--- src/rtl/tmr_pkg.sv ---
// Shared definitions for the shared microsecond delay scheduler:
// FSM encoding, default widths and the round-robin pick helper.
package tmr_pkg;

  typedef enum logic [1:0] {
    ST_IDLE = 2'd0,
    ST_RUN  = 2'd1,
    ST_DONE = 2'd2
  } state_t;

  localparam int unsigned CNT_W_DEF = 20;
  localparam int unsigned US_PER_S  = 1_000_000;
  localparam int unsigned MAX_REQ   = 8;

  // One-hot winner, searching from last+1 upward and wrapping at n.
  function automatic logic [MAX_REQ-1:0] rr_pick(
    input logic [MAX_REQ-1:0] req,
    input int unsigned        last,
    input int unsigned        n
  );
    logic [MAX_REQ-1:0] oh;
    logic               found;
    int unsigned        idx;
    logic [2:0]         sel;
    oh    = '0;
    found = 1'b0;
    for (int unsigned k = 1; k <= MAX_REQ; k++) begin
      idx = last + k;
      if (idx >= n) idx = idx - n;
      sel = idx[2:0];
      if (k <= n && !found && req[sel]) begin
        oh[sel] = 1'b1;
        found   = 1'b1;
      end
    end
    return oh;
  endfunction

endpackage

--- src/rtl/tmr_core.sv ---
// Loadable down-counter that stops at zero; the shared delay resource.
module tmr_core #(
  parameter int unsigned CNT_W = 20
) (
  input  logic             safe_clk,
  input  logic             safe_reset,
  input  logic             load,
  input  logic [CNT_W-1:0] load_val,
  input  logic             en,
  output logic [CNT_W-1:0] count,
  output logic             zero
);

  always_ff @(posedge safe_clk) begin
    if (safe_reset)       count <= '0;
    else if (load)        count <= load_val;
    else if (en && !zero) count <= count - 1'b1;
  end

  assign zero = (count == '0);

endmodule

--- src/rtl/tmr_share_ctrl.sv ---
// Round-robin scheduler sharing one delay counter among N_REQ requesters;
// grants one at a time, runs the delay to expiry and pulses done.
module tmr_share_ctrl
  import tmr_pkg::*;
#(
  parameter int unsigned N_REQ = 4,
  parameter int unsigned CNT_W = CNT_W_DEF
) (
  input  logic                   safe_clk,
  input  logic                   safe_reset,
  input  logic [N_REQ-1:0]       req,
  input  logic [N_REQ*CNT_W-1:0] req_delay,
  output logic [N_REQ-1:0]       gnt,
  output logic [N_REQ-1:0]       done,
  output logic                   busy,
  output logic [CNT_W-1:0]       cur_count
);

  localparam int unsigned IW = $clog2(N_REQ);

  state_t           state, state_nx;
  logic [IW-1:0]    last, last_nx, gnt_idx;
  logic [N_REQ-1:0] pick_oh, gnt_nx, done_nx;
  logic [CNT_W-1:0] load_val;
  logic             busy_nx, load, en, zero, req_own;

  always_comb pick_oh = N_REQ'(rr_pick(MAX_REQ'(req), 32'(last), N_REQ));

  always_comb begin
    load_val = '0;
    for (int unsigned i = 0; i < N_REQ; i++)
      if (pick_oh[i]) load_val = req_delay[i*CNT_W +: CNT_W];
  end

  // The owner index is recovered from the registered one-hot grant.
  always_comb begin
    gnt_idx = '0;
    for (int unsigned i = 0; i < N_REQ; i++)
      if (gnt[i]) gnt_idx = IW'(i);
  end

  assign req_own = |(req & gnt);

  always_comb begin
    state_nx = state;
    gnt_nx   = gnt;
    done_nx  = '0;
    busy_nx  = busy;
    last_nx  = last;
    load     = 1'b0;
    en       = 1'b0;
    case (state)
      ST_IDLE: begin
        if (|req) begin
          state_nx = ST_RUN;
          gnt_nx   = pick_oh;
          busy_nx  = 1'b1;
          load     = 1'b1;
        end
      end
      ST_RUN: begin
        if (!req_own) begin
          state_nx = ST_IDLE;
          gnt_nx   = '0;
          busy_nx  = 1'b0;
          last_nx  = gnt_idx;
        end else if (zero) begin
          state_nx = ST_DONE;
          done_nx  = gnt;
        end else begin
          en = 1'b1;
        end
      end
      ST_DONE: begin
        state_nx = ST_IDLE;
        gnt_nx   = '0;
        busy_nx  = 1'b0;
        last_nx  = gnt_idx;
      end
      default: begin
        state_nx = ST_IDLE;
        gnt_nx   = '0;
        busy_nx  = 1'b0;
      end
    endcase
  end

  always_ff @(posedge safe_clk) begin
    if (safe_reset) begin
      state <= ST_IDLE;
      gnt   <= '0;
      done  <= '0;
      busy  <= 1'b0;
      last  <= IW'(N_REQ - 1);
    end else begin
      state <= state_nx;
      gnt   <= gnt_nx;
      done  <= done_nx;
      busy  <= busy_nx;
      last  <= last_nx;
    end
  end

  tmr_core #(.CNT_W(CNT_W)) u_core (
    .safe_clk   (safe_clk),
    .safe_reset (safe_reset),
    .load       (load),
    .load_val   (load_val),
    .en         (en),
    .count      (cur_count),
    .zero       (zero)
  );

endmodule
--- config.mk ---
export PLATFORM = sky130hd
export DESIGN_NAME = tmr_share_ctrl
export DESIGN_NICKNAME = d
export VERILOG_FILES = /design/src/rtl/tmr_pkg.sv /design/src/rtl/tmr_core.sv /design/src/rtl/tmr_share_ctrl.sv
export SDC_FILE = /design/constraint.sdc
export NUM_CORES = 1
export LEC_CHECK = 0
export ABC_AREA = 1
export CORE_MARGIN = 1
export CORE_UTILIZATION = 49
export CTS_CLUSTER_DIAMETER = 30
export DETAILED_ROUTE_END_ITERATION = 10
export PLACE_DENSITY = 0.94
export SLEW_MARGIN = 20
export SYNTH_ARGS = -nofsm -noshare
export SYNTH_HDL_FRONTEND = slang
export SYNTH_SLANG_ARGS = --single-unit
export TNS_END_PERCENT = 10
--- constraint.sdc ---
create_clock -name safe_clk -period 7.1 [get_ports safe_clk]
set_input_delay 0.71 -clock safe_clk [delete_from_list [all_inputs] [get_ports safe_clk]]
set_output_delay 0.71 -clock safe_clk [all_outputs]
set_load 0.005 [all_outputs]
## Word-level counts from Yosys, hierarchy flattened

Cells that the tools add are included.

| operators by class | value |
|---|---|
| $add $sub $neg | 9 |
| multipliers | 0 |
| divide/modulo/power cells | 0 |
| magnitude comparators | 12 |
| equal/unequal tests | 5 |
| shift operators | 0 |
| mux-type cells | 53 |
| bitwise gates (word level) | 7 |
| reduce and logical (&&, ||, !) cells | 22 |

Operator list:

| operator | number |
|---|---|
| $mux W20 | 6 |
| $mux W4 | 6 |
| $logic_not A20 Y1 | 1 |
| $sub A20 B1 Y20 const B | 1 |
| $mux W1 | 19 |
| $lt A3 B4 Y1 const B | 4 |
| $bmux W1 S3 | 4 |
| $demux W1 S3 | 4 |
| $ge A3 B1 Y1 const B | 4 |
| $mux W2 | 6 |
| $mux W3 | 4 |
| $or A4 B4 Y4 | 3 |
| $reduce_or A4 Y1 | 3 |
| $sub A3 B3 Y3 const B | 4 |
| $ge A3 B3 Y1 const B | 3 |
| $logic_and A1 B1 Y1 | 8 |
| $pmux W2 S2 | 2 |
| $pmux W4 S2 | 1 |
| $add A2 B2 Y3 const B | 2 |
| $reduce_and A2 Y1 | 3 |
| $add A2 B3 Y4 const B | 1 |
| $and A4 B4 Y4 | 1 |
| $ge A4 B3 Y1 const B | 1 |
| $logic_not A1 Y1 | 4 |
| other kinds (9) | 13 |

| storage, ports and cells | value |
|---|---|
| register bits after elaboration | 33 |
| latch bits | 0 |
| RAM bits | 0 |
| bits in read-only memories | 0 |
| input bits | 86 |
| output and inout port bits | 29 |
| word-level logic and storage cells | 114 |
| memories | 0 |

## Logic depth before layout (Yosys ltp)

Gate-level depths: netlist of run 1.

| logic depth | value |
|---|---|
| depth after elaboration | 20 |
| depth in mapped cells | 17 |
| mapped depth without buffers | 17 |

## Modules after synthesis

From an unflattened synthesis of run 1, not the netlist that was laid out.

| second synthesis, totals | value |
|---|---|
| cells, all modules | 582 |
| area total of the unflattened synthesis | 3,190.6 µm² |

Modules (own cells, without submodules):

| module | instances | cells each | area each (µm²) | seq. area each (µm²) |
|---|---|---|---|---|
| tmr_share_ctrl | 1 | 303 | 1,600.3 | 260.2 |
| tmr_core | 1 | 279 | 1,590.3 | 400.4 |

## Worst setup path before layout of run 1

Ideal clock, no wire load.

| timing | value |
|---|---|
| kind | register to register |
| from | reg last[0] |
| to | reg u_core.count[2] |
| library setup time | 128 ps |
| data arrival time | 2,098 ps |
| data required time | 6,972 ps |
| path slack | 4,874 ps |
| cell stages (with the launch flop) | 17 |
| buffers on the path | 1 |
| clock period less this slack | 2,226 ps |
| cells stage by stage | dfxtp_1 inv_2 ha_1 inv_1 nand3_2 nand3_2 nand2_4 nor2_4 nand2_1 nand3_2 inv_4 buf_6 nand2_1 nor2_1 nor2_1 nor2_1 nor2_1 |

| between the ends | value |
|---|---|
| word-level cells in the longest chain between the ends | 20 |
| elaborated cells on any way between the ends | 65 |
| classes of those cells | add/sub: 8; order compare: 12; mux: 32; bitwise: 3; reduce/logical: 10 |

RTL lines:

| what | line | RTL |
|---|---|---|
| start: declaration | tmr_share_ctrl.sv:22 | `logic [IW-1:0] last, last_nx, gnt_idx;` |
| start signal: assignment | tmr_share_ctrl.sv:94 | `last <= IW'(N_REQ - 1);` |
| start signal: assignment | tmr_share_ctrl.sv:100 | `last <= last_nx;` |
| parallel branches: the longest is 14 deep, another holds $lt A3 B4 Y1 | -- |  |
| $mux W4 * | tmr_pkg.sv:31 | `if (k <= n && !found && req[sel]) begin` |
| $mux W20 (3 in series) | tmr_share_ctrl.sv:32 | `if (pick_oh[i]) load_val = req_delay[i*CNT_W +: CNT_W];` |
| $mux W20 * | tmr_share_ctrl.sv:32 |  |
| $mux W20 * | tmr_core.sv:16 | `else if (load) count <= load_val;` |
| end signal: assignment | tmr_core.sv:16 |  |
| end signal: assignment | tmr_core.sv:17 | `else if (en && !zero) count <= count - 1'b1;` |
| end: declaration | tmr_core.sv:10 | `output logic [CNT_W-1:0] count,` |

Every way passes the cells marked *. The select of a mux whose other input is x is not followed.
A chain may end at the register's enable or synchronous reset.

## Worst setup path in the final report of run 1

| timing | value |
|---|---|
| from | reg last[0] |
| to | reg u_core.count[0] |

Same word-level chain as after synthesis.

==> flow_metrics.py, run 1 <==
metrics = {
    "status": {
        "run_status": "finished clean",
    },
    "grt": {
        "grt.overflow.total": 0,
        "grt_first_pass_wirelength_um": 16100,
        "grt_max_degree": 36,
        "grt_antenna_before_repair": 0,
        "grt_pass1_vias": 3526,
        "global_routing_usage_summed_across_all_routing_layers": 0.310,
    },
    "logic_synthesis": {
        "synthCells": 563,
        "syn-cell-area_um2": 3140,
        "synth.area.top_cells": "dfxtp_1 21%, nand2_1 20%, nor2_1 12%, nand3_1 9.2%, inv_1 6.8%",
        "synth.largest_area_cell": "dfxtp_1",
        "synth_seq_area_share": 0.210,
        "yosysWarnings": 0,
        "syn_avg_cell_area_um2": 5.58,
        "ys_ff_latch": 33,
        "yosysUniqueCellTypes": 34,
        "synth_nets": 658,
        "synth_largest_type_area_fraction": 0.210,
    },
    "clocking": {
        "postCtsResizedCells": 0,
        "tritoncts_clock_tree": "yes",
        "cts_root_buf": "clkbuf_8",
        "hold_buffers": 0,
        "clkSinkCount": 33,
        "clk_latency_ns": 0.28,
        "cts_setup_buffers": 0,
        "path_clk_slew_ns": 0.06,
        "ctsHtreeMaxLevel": 2,
        "cts-buffers-inserted": 5,
        "cts_max_path_buffers": 2,
    },
    "timing": {
        "max-slew-margin-rel": 0.350,
        "timing.clock.skew_ns": 0.00647,
        "report.final.slew_viol_count": 0,
        "timing.final.crit_period_ns": 3.28,
        "clock.fmax_mhz": 305,
        "grt_setup_unrepaired": "no",
        "worst_slew_pin_slew_ns": 0.972,
        "timing.setup.tns_ns": 0,
        "holdWs_ns": 0.493,
        "finalSetupViolCount": 0,
        "min_period_over_period": 0.462,
        "finalWorstSetupSlack_ns": 3.82,
        "timing.final.hold_violations": 0,
    },
    "placement": {
        "gp_congestion": 0.954,
        "placed_cells_incl_taps": 733,
        "postPlaceCellArea_um2": 4240,
        "place_ws_ns": 3.64,
        "place.detailed.hpwl_um": 8070,
        "portBuffers": 114,
    },
    "detailed_routing": {
        "drc": 0,
        "num_vias": 4055,
        "vias_per_cell": 5.48,
        "ant_nets": 0,
        "drt_first_iter_violations": 325,
        "finalWirelength_um": 10400,
        "routed_wire_length_per_instance_um": 14.0,
        "first_pass_iters": 5,
    },
    "worst_setup_path": {
        "worstPathCellList": "inv_2 > ha_1 > inv_1 > nand3_2 > nand3_2 > nand3_1 > nand2_1 > clkinv_1 > nand3_1 > nand2_1 > nor2_1 > o21ai_1 > a21oi_1",
        "critical_path_peak_fanout": 20,
        "cpLargestDelayFamily": "simple AND/OR/NAND/NOR gates",
        "worstSetupEndpointType": "register",
        "worst_reg2reg_path_depth": 13,
        "worstSetupStartpointType": "register",
        "setup.reg_to_reg.worst_slack_ns": 3.82,
        "path_class": "reg -> reg",
        "timing.critical_path.required_ns": 7.22,
        "slowest_stage": "nand3_1",
        "slowest_delay_ns": 0.61,
        "crit_path_start": "last[0]$_SDFFE_PP1P_",
        "crit-reg2reg-launch": "last[0]$_SDFFE_PP1P_",
        "end_of_the_worst_register_to_register_path": "u_core.count[0]$_SDFFE_PP0P_",
        "critical_path.n_buffers_inverters": 3,
        "worst-endpoint-arrival_ns": 3.40,
    },
    "power": {
        "power_density_nw_per_um2": 317,
        "fin_total_pwr_mw": 1.37,
        "leakage_nw": 2.10,
        "max-vdd-ir-drop_mv": 0.192,
    },
    "floorplanning": {
        "die_height_um": 82.1,
        "floorplan.initialDensity": 0.519,
        "die_area_um2": 6740,
        "num_rows": 28,
        "floorplan.die.width_um": 82.1,
        "io_pins": 115,
        "coreArea_um2": 6060,
    },
    "job": {
        "max_cap_violations": 0,
    },
    "hold_path": {
        "hold_class": "reg -> reg",
        "hp-start": "busy$_SDFFE_PP0P_",
        "hold-path-cell-count": 2,
        "min_delay_worst_endpoint": "busy$_SDFFE_PP0P_",
    },
    "layout": {
        "fin_util": 0.714,
        "drive_above_1_share": 0.0571,
        "num-nets-final": 760,
        "final_cell_count_no_fill": 740,
        "fin_area_um2": 4330,
        "area_growth_syn_to_layout_pct": 37.7,
        "n_antenna_cell": 0,
    },
}
[worst min-delay path, delay by kind of cell, from the launching register on]
kind	cells	cell delay [ns]
compound gates	1	0.05
flops	1	0.33
simple gates	1	0.07
[state kept, by name (all words and copies together) (netlist names)]
register and count:
u_core.count 20, last 2, busy 1, done 4, gnt 4, state 2
[area by class of cell]
class	count	area [µm²]
multi-input combinational	445	2090
inverter	65	246
tap	75	93.8
timing repair buffer	115	1150
clock buffer	7	86.3
fill	503	1730
sequential	33	661
[layer usage]
layer | up-vias | GRT usage | wire length (µm)
met5 | - | 0 | 0
met4 | 0 | 0.109 | 325
met3 | 33 | 0.0549 | 997
met2 | 248 | 0.498 | 4580
met1 | 1787 | 0.416 | 4460
li1 | 1987 | - | -
[report_power, final]
| group | switching, mW | internal, mW |
|---|---|---|
| sequential | 0.0875 | 0.236 |
| clock | 0.0651 | 0.0769 |
| combinational | 0.538 | 0.366 |
| total | 0.691 | 0.679 |
[how the worst max path moves through the flow]
stage          cells past startpoint  slack, ns                            to
5_1_grt                           13       3.59  u_core.count[0]$_SDFFE_PP0P_
3_3_place_gp                      11       3.68  u_core.count[3]$_SDFFE_PP0P_
6_report                          13       3.82  u_core.count[0]$_SDFFE_PP0P_
2_1_floorplan                     16       4.87  u_core.count[2]$_SDFFE_PP0P_
3_5_place_dp                      11       3.64  u_core.count[5]$_SDFFE_PP0P_
4_1_cts                           11       3.93  u_core.count[5]$_SDFFE_PP0P_
[kinds of logic (layout without fill, tap and decap cells)]
family                   Yosys count  after routing  share of synthesized area
buffers and inverters             85            187                      0.125
flip-flops                        33             33                      0.210
adder cells (fa/ha/maj)            9              9                     0.0358
XOR/XNOR                           4              4                     0.0111
AND/OR/NAND/NOR                  370            370                      0.515
AO/OA/AOI/OAI                     62             62                      0.103
[Yosys cell counts, drive strengths merged]
cell and count:
nand2 178, nor2 108, nand3 65, inv 64, dfxtp 33, o21ai 29
a21oi 26, buf 14, ha 9, nand4 7, nor3 7, clkbuf 6
nand3b 2, o211ai 2, o21a 2, o22ai 2, or2 2, xnor2 2
xor2 2, clkinv 1, nor4 1, o21bai 1
[placed cells by master (no fill, tap or decap), types with 3 or more instances in the layout]
cell             netlist  final
nor2_2                 3      3
ha_1                   9      9
a21oi_1               26     26
clkbuf_8               0      6
inv_2                  6      6
inv_1                 57     57
nand2_1              171    171
nand2_2                6      6
o21ai_0               15     15
nor3_1                 7      7
nand3_1               58     58
nor2_4                 3      3
dfxtp_1               33     33
nor2_1               102    102
nand4_1                6      6
nand3_2                7      7
clkdlybuf4s50_1        0    114
o21ai_1               14     14
No activity file was read; power rests on OpenSTA's default activity.
==> run 2: changes to the inputs <==
--- a/config.mk
+++ b/config.mk
@@ -7,10 +7,10 @@
 export LEC_CHECK = 0
 export ABC_AREA = 1
 export CORE_MARGIN = 1
-export CORE_UTILIZATION = 49
+export CORE_UTILIZATION = 41
 export CTS_CLUSTER_DIAMETER = 30
 export DETAILED_ROUTE_END_ITERATION = 10
-export PLACE_DENSITY = 0.94
+export PLACE_DENSITY = 0.85
 export SLEW_MARGIN = 20
 export SYNTH_ARGS = -nofsm -noshare
 export SYNTH_HDL_FRONTEND = slang
==> constraint.sdc (replaced) <==
create_clock -name safe_clk -period 2.8 [get_ports safe_clk]
set_input_delay 0.28 -clock safe_clk [delete_from_list [all_inputs] [get_ports safe_clk]]
set_output_delay 0.28 -clock safe_clk [all_outputs]
set_load 0.005 [all_outputs]
==> flow_metrics.py, run 2 (same netlist as run 1, synthesis figures left out) <==
metrics = {
    "floorplanning": {
        "die_area_um2": 8020,
        "num_rows": 31,
        "io_pins": 115,
        "die_height_um": 89.6,
        "floorplan.die.width_um": 89.6,
        "floorplan.initialDensity": 0.429,
        "coreArea_um2": 7330,
    },
    "worst_setup_path": {
        "crit_path_start": "u_core.count[0]$_SDFFE_PP0P_",
        "critical_path.n_buffers_inverters": 4,
        "slowest_stage": "dfxtp_1",
        "critPathMostFrequentCell": "nand2_1",
        "worstSetupStartpointType": "register",
        "worstSetupEndpointType": "register",
        "critical_path_peak_fanout": 18,
        "slowest_delay_ns": 0.34,
        "path_class": "reg -> reg",
        "worst-endpoint-arrival_ns": 2.73,
        "timing.critical_path.required_ns": 3.02,
        "worstPathCellList": "inv_1 > ha_1 > inv_1 > nor2_2 > nand3_2 > nor2_4 > inv_2 > nor2_2 > nand4_1 > nand2_1 > nand2_2 > inv_2 > nand2_1 > nand2_1 > nor2_1 > nor2_1",
        "cpLargestDelayFamily": "simple AND/OR/NAND/NOR gates",
        "crit-reg2reg-launch": "u_core.count[0]$_SDFFE_PP0P_",
    },
    "timing": {
        "min_period_over_period": 0.895,
        "grt_setup_unrepaired": "no",
        "timing.final.hold_violations": 0,
        "timing.clock.skew_ns": 0.00579,
        "finalSetupViolCount": 0,
        "clock.fmax_mhz": 399,
        "timing.setup.tns_ns": 0,
        "timing.final.crit_period_ns": 2.51,
        "worst_slew_pin_slew_ns": 0.392,
        "report.final.slew_viol_count": 0,
        "max-slew-margin-rel": 0.736,
    },
    "detailed_routing": {
        "vias_per_cell": 5.07,
        "first_pass_iters": 5,
        "routed_wire_length_per_instance_um": 14.0,
        "drt_first_iter_violations": 284,
        "drc": 0,
        "num_vias": 3930,
        "finalWirelength_um": 10800,
        "ant_nets": 0,
    },
    "hold_path": {
        "hp-start": "busy$_SDFFE_PP0P_",
        "hold_class": "reg -> reg",
    },
    "job": {
        "max_cap_violations": 0,
    },
    "clocking": {
        "clk_latency_ns": 0.29,
        "clkSinkCount": 33,
        "tritoncts_clock_tree": "yes",
        "cts_root_buf": "clkbuf_8",
        "path_clk_slew_ns": 0.08,
        "cts_max_path_buffers": 2,
        "ctsHtreeMaxLevel": 2,
        "cts-buffers-inserted": 5,
    },
    "placement": {
        "gp_congestion": 0.929,
        "portBuffers": 114,
        "place.detailed.hpwl_um": 8630,
    },
    "grt": {
        "grt.overflow.total": 0,
        "grt_pass1_vias": 3651,
        "grt_max_degree": 32,
        "grt_first_pass_wirelength_um": 17100,
        "global_routing_usage_summed_across_all_routing_layers": 0.280,
        "grt_antenna_before_repair": 0,
    },
    "layout": {
        "n_antenna_cell": 0,
        "largest_register_ffs": 20,
        "layout_commonest_cell": "nand2_1",
        "area_growth_syn_to_layout_pct": 43.5,
        "final_cell_mix": "171 x nand2_1, 114 x clkdlybuf4s50_1, 102 x nor2_1",
        "registers.top_by_ff_count": "u_core.count",
        "drive_above_1_share": 0.0754,
        "top_regs": "u_core.count: 20 flops, done: 4 flops, gnt: 4 flops",
        "num-nets-final": 770,
    },
    "power": {
        "leakage_nw": 2.19,
        "max-vdd-ir-drop_mv": 0.341,
        "fin_total_pwr_mw": 3.78,
        "power_density_nw_per_um2": 838,
    },
    "status": {
        "run_status": "finished clean",
    },
}
run 2: routing by layer:
metal / part of all wire / GRT usage / routed length, µm
met5: 0 / 0 / 0
met2: 0.46 / 0.459 / 4970
met1: 0.45 / 0.384 / 4880
met4: 0.018 / 0.0794 / 194
met3: 0.072 / 0.0360 / 778
run 2: cell type report:
| type | count | area, µm² |
|---|---|---|
| timing repair buffer | 125 | 1250 |
| multi-input combinational | 445 | 2090 |
| clock buffer | 5 | 68.8 |
| sequential | 33 | 662 |
| clock inverter | 3 | 68.8 |
| inverter | 65 | 246 |
| tap | 99 | 124 |
| fill | 717 | 2820 |
run 2: what timing repair did:
item	in CTS	in global routing
endpoints found under the hold margin	0	0
endpoints found under the setup margin	0	14
setup buffers	0	0
gates resized for setup	0	1
hold buffers	0	0
run 2: stage by stage:
stage / hold WS [ns] / std cells / instance area, µm² / worst slack [ns] / util
floorplan: 0.369 / 563 / 3140 / 0.574 / -
global placement: 0.450 / 767 / 4370 / 0.284 / 0.596
detailed placement: 0.465 / 767 / 4370 / 0.238 / 0.596
CTS: 0.479 / 775 / 4510 / 0.219 / 0.615
global route: 0.499 / 775 / 4510 / 0.0468 / 0.615
finish: 0.471 / 775 / 4510 / 0.294 / 0.615
run 2: power by group:
part | internal (mW) | switching [mW]
logic | 1.00 | 1.40
clock network | 0.359 | 0.207
registers | 0.599 | 0.209
run 2: worst paths after layout:
check	cells after the start	to	slack [ns]
hold reg to reg	2	busy$_SDFFE_PP0P_	0.47
setup / recovery	16	u_core.count[13]$_SDFFE_PP0P_	0.29
setup reg to reg	16	u_core.count[13]$_SDFFE_PP0P_	0.29
hold / removal	2	busy$_SDFFE_PP0P_	0.47
run 2: worst register-to-register path: stages, from the launching register on:
cell,delay (ns)
dfxtp_1,0.34
inv_1,0.15
ha_1,0.26
inv_1,0.07
nor2_2,0.16
nand3_2,0.14
nor2_4,0.18
inv_2,0.07
nor2_2,0.11
nand4_1,0.09
nand2_1,0.12
nand2_2,0.12
inv_2,0.30
nand2_1,0.10
nand2_1,0.09
nor2_1,0.04
nor2_1,0.10
